==> src/rtl/rc4_pkg.sv <==
// rtl/rc4_pkg.sv - shared types and constants for the RC4 PRGA decryptor
package rc4_pkg;

  typedef enum logic [3:0] {
    IDLE,
    READ_I,
    WAIT_I,
    READ_J,
    WAIT_J,
    WRITE_I,
    WRITE_J,
    READ_F,
    WAIT_F,
    WRITE_OUT,
    DONE
  } prga_state_t;

  localparam logic [7:0] ASCII_SPACE = 8'h20;
  localparam logic [7:0] ASCII_LO    = 8'h61;
  localparam logic [7:0] ASCII_HI    = 8'h7A;

  // Plaintext alphabet accepted for a candidate key: space and lowercase letters.
  function automatic logic is_plain(input logic [7:0] b);
    return (b == ASCII_SPACE) || ((b >= ASCII_LO) && (b <= ASCII_HI));
  endfunction

endpackage

==> src/rtl/trap_edge.sv <==
// rtl/trap_edge.sv - registered one-cycle pulse on each rising edge of a level input
module trap_edge (
  input  logic clk,
  input  logic reset,
  input  logic level,
  output logic pulse
);

  logic prev;

  always_ff @(posedge clk or posedge reset) begin
    if (reset) begin
      prev  <= 1'b0;
      pulse <= 1'b0;
    end else begin
      prev  <= level;
      pulse <= level & ~prev;
    end
  end

endmodule

==> src/rtl/rc4_decryptor.sv <==
// rtl/rc4_decryptor.sv - RC4 PRGA over the shuffled S RAM, XORs the keystream with the
// encrypted ROM into the decrypted RAM, optionally aborting on a non-plaintext byte.
module rc4_decryptor
  import rc4_pkg::*;
#(
  parameter int RAM_WIDTH   = 8,
  parameter int RAM_LENGTH  = 8,
  parameter int MSG_LENGTH  = 32,
  parameter int MSG_ADDR_W  = 5,
  parameter int CHECK_ASCII = 1
) (
  input  logic                  clk,
  input  logic                  reset,
  input  logic                  start,
  output logic                  finished,
  output logic                  key_invalid,
  input  logic [RAM_WIDTH-1:0]  s_ram_out,
  output logic [RAM_LENGTH-1:0] s_address,
  output logic [RAM_WIDTH-1:0]  s_ram_in,
  output logic                  s_write_enable,
  input  logic [RAM_WIDTH-1:0]  rom_out,
  output logic [MSG_ADDR_W-1:0] rom_address,
  output logic [MSG_ADDR_W-1:0] dec_address,
  output logic [RAM_WIDTH-1:0]  dec_ram_in,
  output logic                  dec_write_enable
);

  localparam logic [MSG_ADDR_W-1:0] LAST_K = MSG_ADDR_W'(MSG_LENGTH - 1);

  prga_state_t           state;
  logic [RAM_LENGTH-1:0] i, j;
  logic [MSG_ADDR_W-1:0] k;
  logic [RAM_WIDTH-1:0]  si, sj, f, enc;
  logic                  start_pulse;
  logic                  abort;

  trap_edge u_start_edge (
    .clk   (clk),
    .reset (reset),
    .level (start),
    .pulse (start_pulse)
  );

  assign abort = (CHECK_ASCII != 0) && !is_plain(8'(f ^ enc));

  // Outputs are registered on the edge that enters a state, so each state's
  // address is already on the bus for the whole cycle of that state.
  always_ff @(posedge clk or posedge reset) begin
    if (reset) begin
      state            <= IDLE;
      i                <= '0;
      j                <= '0;
      k                <= '0;
      si               <= '0;
      sj               <= '0;
      f                <= '0;
      enc              <= '0;
      finished         <= 1'b0;
      key_invalid      <= 1'b0;
      s_address        <= '0;
      s_ram_in         <= '0;
      s_write_enable   <= 1'b0;
      rom_address      <= '0;
      dec_address      <= '0;
      dec_ram_in       <= '0;
      dec_write_enable <= 1'b0;
    end else begin
      case (state)
        IDLE: begin
          if (start_pulse) begin
            // i restarts at 0 and is pre-incremented for the first READ_I.
            key_invalid <= 1'b0;
            k           <= '0;
            j           <= '0;
            i           <= RAM_LENGTH'(1);
            s_address   <= RAM_LENGTH'(1);
            state       <= READ_I;
          end
        end
        READ_I: state <= WAIT_I;
        WAIT_I: begin
          si        <= s_ram_out;
          j         <= j + RAM_LENGTH'(s_ram_out);
          s_address <= j + RAM_LENGTH'(s_ram_out);
          state     <= READ_J;
        end
        READ_J: state <= WAIT_J;
        WAIT_J: begin
          sj             <= s_ram_out;
          s_address      <= i;
          s_ram_in       <= s_ram_out;
          s_write_enable <= 1'b1;
          state          <= WRITE_I;
        end
        WRITE_I: begin
          s_address <= j;
          s_ram_in  <= si;
          state     <= WRITE_J;
        end
        WRITE_J: begin
          s_write_enable <= 1'b0;
          s_address      <= RAM_LENGTH'(si + sj);
          rom_address    <= k;
          state          <= READ_F;
        end
        READ_F: state <= WAIT_F;
        WAIT_F: begin
          f                <= s_ram_out;
          enc              <= rom_out;
          dec_address      <= k;
          dec_ram_in       <= s_ram_out ^ rom_out;
          dec_write_enable <= 1'b1;
          state            <= WRITE_OUT;
        end
        WRITE_OUT: begin
          dec_write_enable <= 1'b0;
          if (abort || (k == LAST_K)) begin
            key_invalid <= abort;
            finished    <= 1'b1;
            state       <= DONE;
          end else begin
            k         <= k + MSG_ADDR_W'(1);
            i         <= i + RAM_LENGTH'(1);
            s_address <= i + RAM_LENGTH'(1);
            state     <= READ_I;
          end
        end
        DONE: begin
          finished <= 1'b0;
          state    <= IDLE;
        end
        default: state <= IDLE;
      endcase
    end
  end

endmodule
==> config.mk <==
export PLATFORM = sky130hd
export DESIGN_NAME = rc4_decryptor
export DESIGN_NICKNAME = d
export VERILOG_FILES = /design/src/rtl/rc4_pkg.sv /design/src/rtl/trap_edge.sv /design/src/rtl/rc4_decryptor.sv
export SDC_FILE = /design/constraint.sdc
export NUM_CORES = 1
export LEC_CHECK = 0
export BUFFER_PORTS_ARGS = -buffer_cell sky130_fd_sc_hd__buf_2
export CAP_MARGIN = 5
export CORE_MARGIN = 4
export CORE_UTILIZATION = 42
export CTS_BUF_LIST = sky130_fd_sc_hd__clkbuf_4 sky130_fd_sc_hd__clkbuf_8
export DETAILED_ROUTE_END_ITERATION = 6
export MAX_ROUTING_LAYER = met4
export SLEW_MARGIN = 0
export SYNTH_ARGS = -nofsm -noshare
export SYNTH_HDL_FRONTEND = slang
export SYNTH_HIERARCHICAL = 1
export SYNTH_SLANG_ARGS = --single-unit
==> constraint.sdc <==
create_clock -name clk -period 5.3 [get_ports clk]
set_input_delay 1.06 -clock clk [delete_from_list [all_inputs] [get_ports clk]]
set_output_delay 1.06 -clock clk [all_outputs]
set_load 0.05 [all_outputs]
==> results.json <==
{
  "status": "completed",
  "pre_cts_ws_ns": 2.13,
  "synth-main-ff-cell": "dfrtp_1",
  "final_critical_path_setup_slack_ns": 2.50,
  "cts_buffers": 9,
  "busiest_layer": "met2",
  "cp.arrival_ns": 3.07,
  "cts_hold_buf": 0,
  "syn_area_um2": 5070,
  "syn-num-nets": 540,
  "num-nets-final": 592,
  "synth_edf_count": 0,
  "die_h_um": 118,
  "critPathKind": "in2reg",
  "grt_pass1_vias": 3844,
  "setup_viol": 0,
  "max-slew-margin-rel_pct": 25.7,
  "hold_viol": 0,
  "hold_path_class": "reg2reg",
  "dieArea_um2": 13900,
  "dp_hpwl_um": 8470,
  "drc": 0,
  "clockBufferDepth": 2,
  "cts_tree": "done",
  "maxCapViolations": 0,
  "cts_setup_buffers": 0,
  "final_area_um2": 5690,
  "yosysMostFrequentCell": "nand2_1",
  "viasPerCell": 5.57,
  "ant_nets": 0,
  "areaGrowthSynthToFinish_pct": 12.3,
  "worst_slew_pin_slew_ns": 1.11,
  "p_per_area_nw_per_um2": 621,
  "post_synth_num_cell_types": 57,
  "antenna_cells": 0,
  "cts_resized": 0,
  "synth_cells": 502,
  "wl_per_cell_um": 17.3,
  "placed_area_um2": 5490,
  "groute.usage.overall_pct": 18.4,
  "first_iter_violations": 315,
  "use_met2_pct": 27.5,
  "rsz0062_at_grt": "false",
  "die_x_um": 118,
  "nFillCells": 1115,
  "num_vias": 3910,
  "synth.avg_cell_area_um2": 10.1,
  "dr.pass1.iters": 4,
  "final_util_pct": 49.0,
  "yosysSeqAreaShare_pct": 47.9,
  "p_total_mw": 3.54,
  "yosys.area.top_type": "dfrtp_1",
  "start_kind": "input port",
  "overflow": 0,
  "drive_gt1_share_pct": 21.1,
  "required_ns": 5.57,
  "start_util_pct": 43.6,
  "synth-async-reset-ratio_pct": 100,
  "crit_fanout": 5,
  "period_share_pct": 52.9,
  "std_cell_rows": 39,
  "core-area_um2": 11600,
  "fin_crit_ns": 2.80,
  "met3_usage_pct": 3.08,
  "gp_congestion": 0.896,
  "endpoint_kind": "flop",
  "wl_um": 12200,
  "clk_latency_ns": 0.37,
  "pin_count": 57,
  "ys_top_cells_by_area": "dfrtp_1, nand2_1, mux2_2, ha_1, xnor2_1",
  "p_leak_nw": 2.75,
  "netlist.area_leader.share_pct": 47.9,
  "setup_tns_ns": 0,
  "synth_seq_cells": 97,
  "h-tree-depth": 3,
  "clkSinkCount": 97,
  "grtUsageMet1_pct": 25.6,
  "slew_viol_final": 0,
  "root_buffer": "clkbuf_8",
  "numPortBuffers": 56,
  "yosys-top-cells-count": "nand2_1, dfrtp_1, mux2_2, nor2_1, a21oi_1",
  "grt_max_degree": 52,
  "fin_skew_ns": 0.0168,
  "grt_pass1_wl_um": 19900,
  "fmax_mhz": 357,
  "ir_worst_vdd_uv": 322,
  "yosysWarningCount": 6,
  "antenna_found_initial": 0,
  "clkTransAtPathRegs_ns": 0.10
}
## registers in the layout, indices dropped and copies added, names as in the netlist, 4 cells and up
register	flops
si	8
k	5
s_address	8
sj	8
s_ram_in	8
rom_address	5
j	8
dec_ram_in	8
dec_address	5
i	8
f	8
state	4
enc	8
## per-stage QoR
step	hold slack, ns	cells
finish	0.464	702
CTS	0.461	702
detailed placement	0.445	686
floorplan	0.429	502
global placement	0.438	686
global route	0.475	702
## area by class of cell
cell class	count	area [um^2]	share of cell area [%]
clock buffers	12	153	2.68
clock inverters	4	51.3	0.901
inverters	7	28.8	0.505
multi-input cells	379	2540	44.7
flip-flops and latches	97	2430	42.6
well taps	143	179	3.14
repair buffers	60	310	5.45
## power breakdown
group	leakage (nW)	switching (mW)	internal [mW]	total, mW
logic	1.42	1.16	0.652	1.81
registers	1.23	0.220	1.00	1.22
clock network	0.104	0.261	0.243	0.504
## kinds of logic after synthesis
group           Yosys count  synth area share, %
simple gates            197                 18.3
compound gates           97                 13.4
flops                    97                 47.9
mux                      40                 8.66
xor+xnor                 26                 4.49
buf+inv                  26                 2.20
fa+ha+maj                19                 4.99
## path summary, 6_finish.rpt
check	slack (ns)	cells after the start	to	startpoint
max	2.50	9	s_address[6]$_DFFE_PP0P_	s_ram_out[0]
min	0.46	1	u_start_edge/pulse$_DFF_PP0_	u_start_edge/prev$_DFF_PP0_
max reg2reg	2.55	7	s_address[6]$_DFFE_PP0P_	k[0]$_DFFE_PP0P_
min reg2reg	0.46	1	u_start_edge/pulse$_DFF_PP0_	u_start_edge/prev$_DFF_PP0_
max in group asynchronous	3.47	3	i[6]$_DFFE_PP0P_	reset
min in group asynchronous	0.55	2	u_start_edge/prev$_DFF_PP0_	reset
## critical path: stages
cell and delay [ns]:
buf_2 0.14, ha_1 0.24, fa_1 0.42, a21oi_1 0.18, o21ai_0 0.18, and4b_1 0.24, nor3_1 0.22, o211ai_1 0.12
mux2_2 0.28
## layer usage
layer	share of wire [%]	routed length, um
met1	49	5910
met2	46	5560
met3	4.0	485
met4	1.8	218
met5	0	0
## cell usage in the layout, fill, tap and decap left out, drive strengths merged, types with 9 or more instances in the layout
| master | n |
|---|---|
| nand3 | 11 |
| a31oi | 9 |
| ha | 17 |
| mux2i | 9 |
| a21oi | 22 |
| nand2b | 9 |
| o21ai | 13 |
| nand2 | 113 |
| buf | 60 |
| xnor2 | 19 |
| dfrtp | 97 |
| nor2 | 26 |
| mux2 | 31 |
| clkbuf | 12 |
Power figures use the tool's default switching activity.
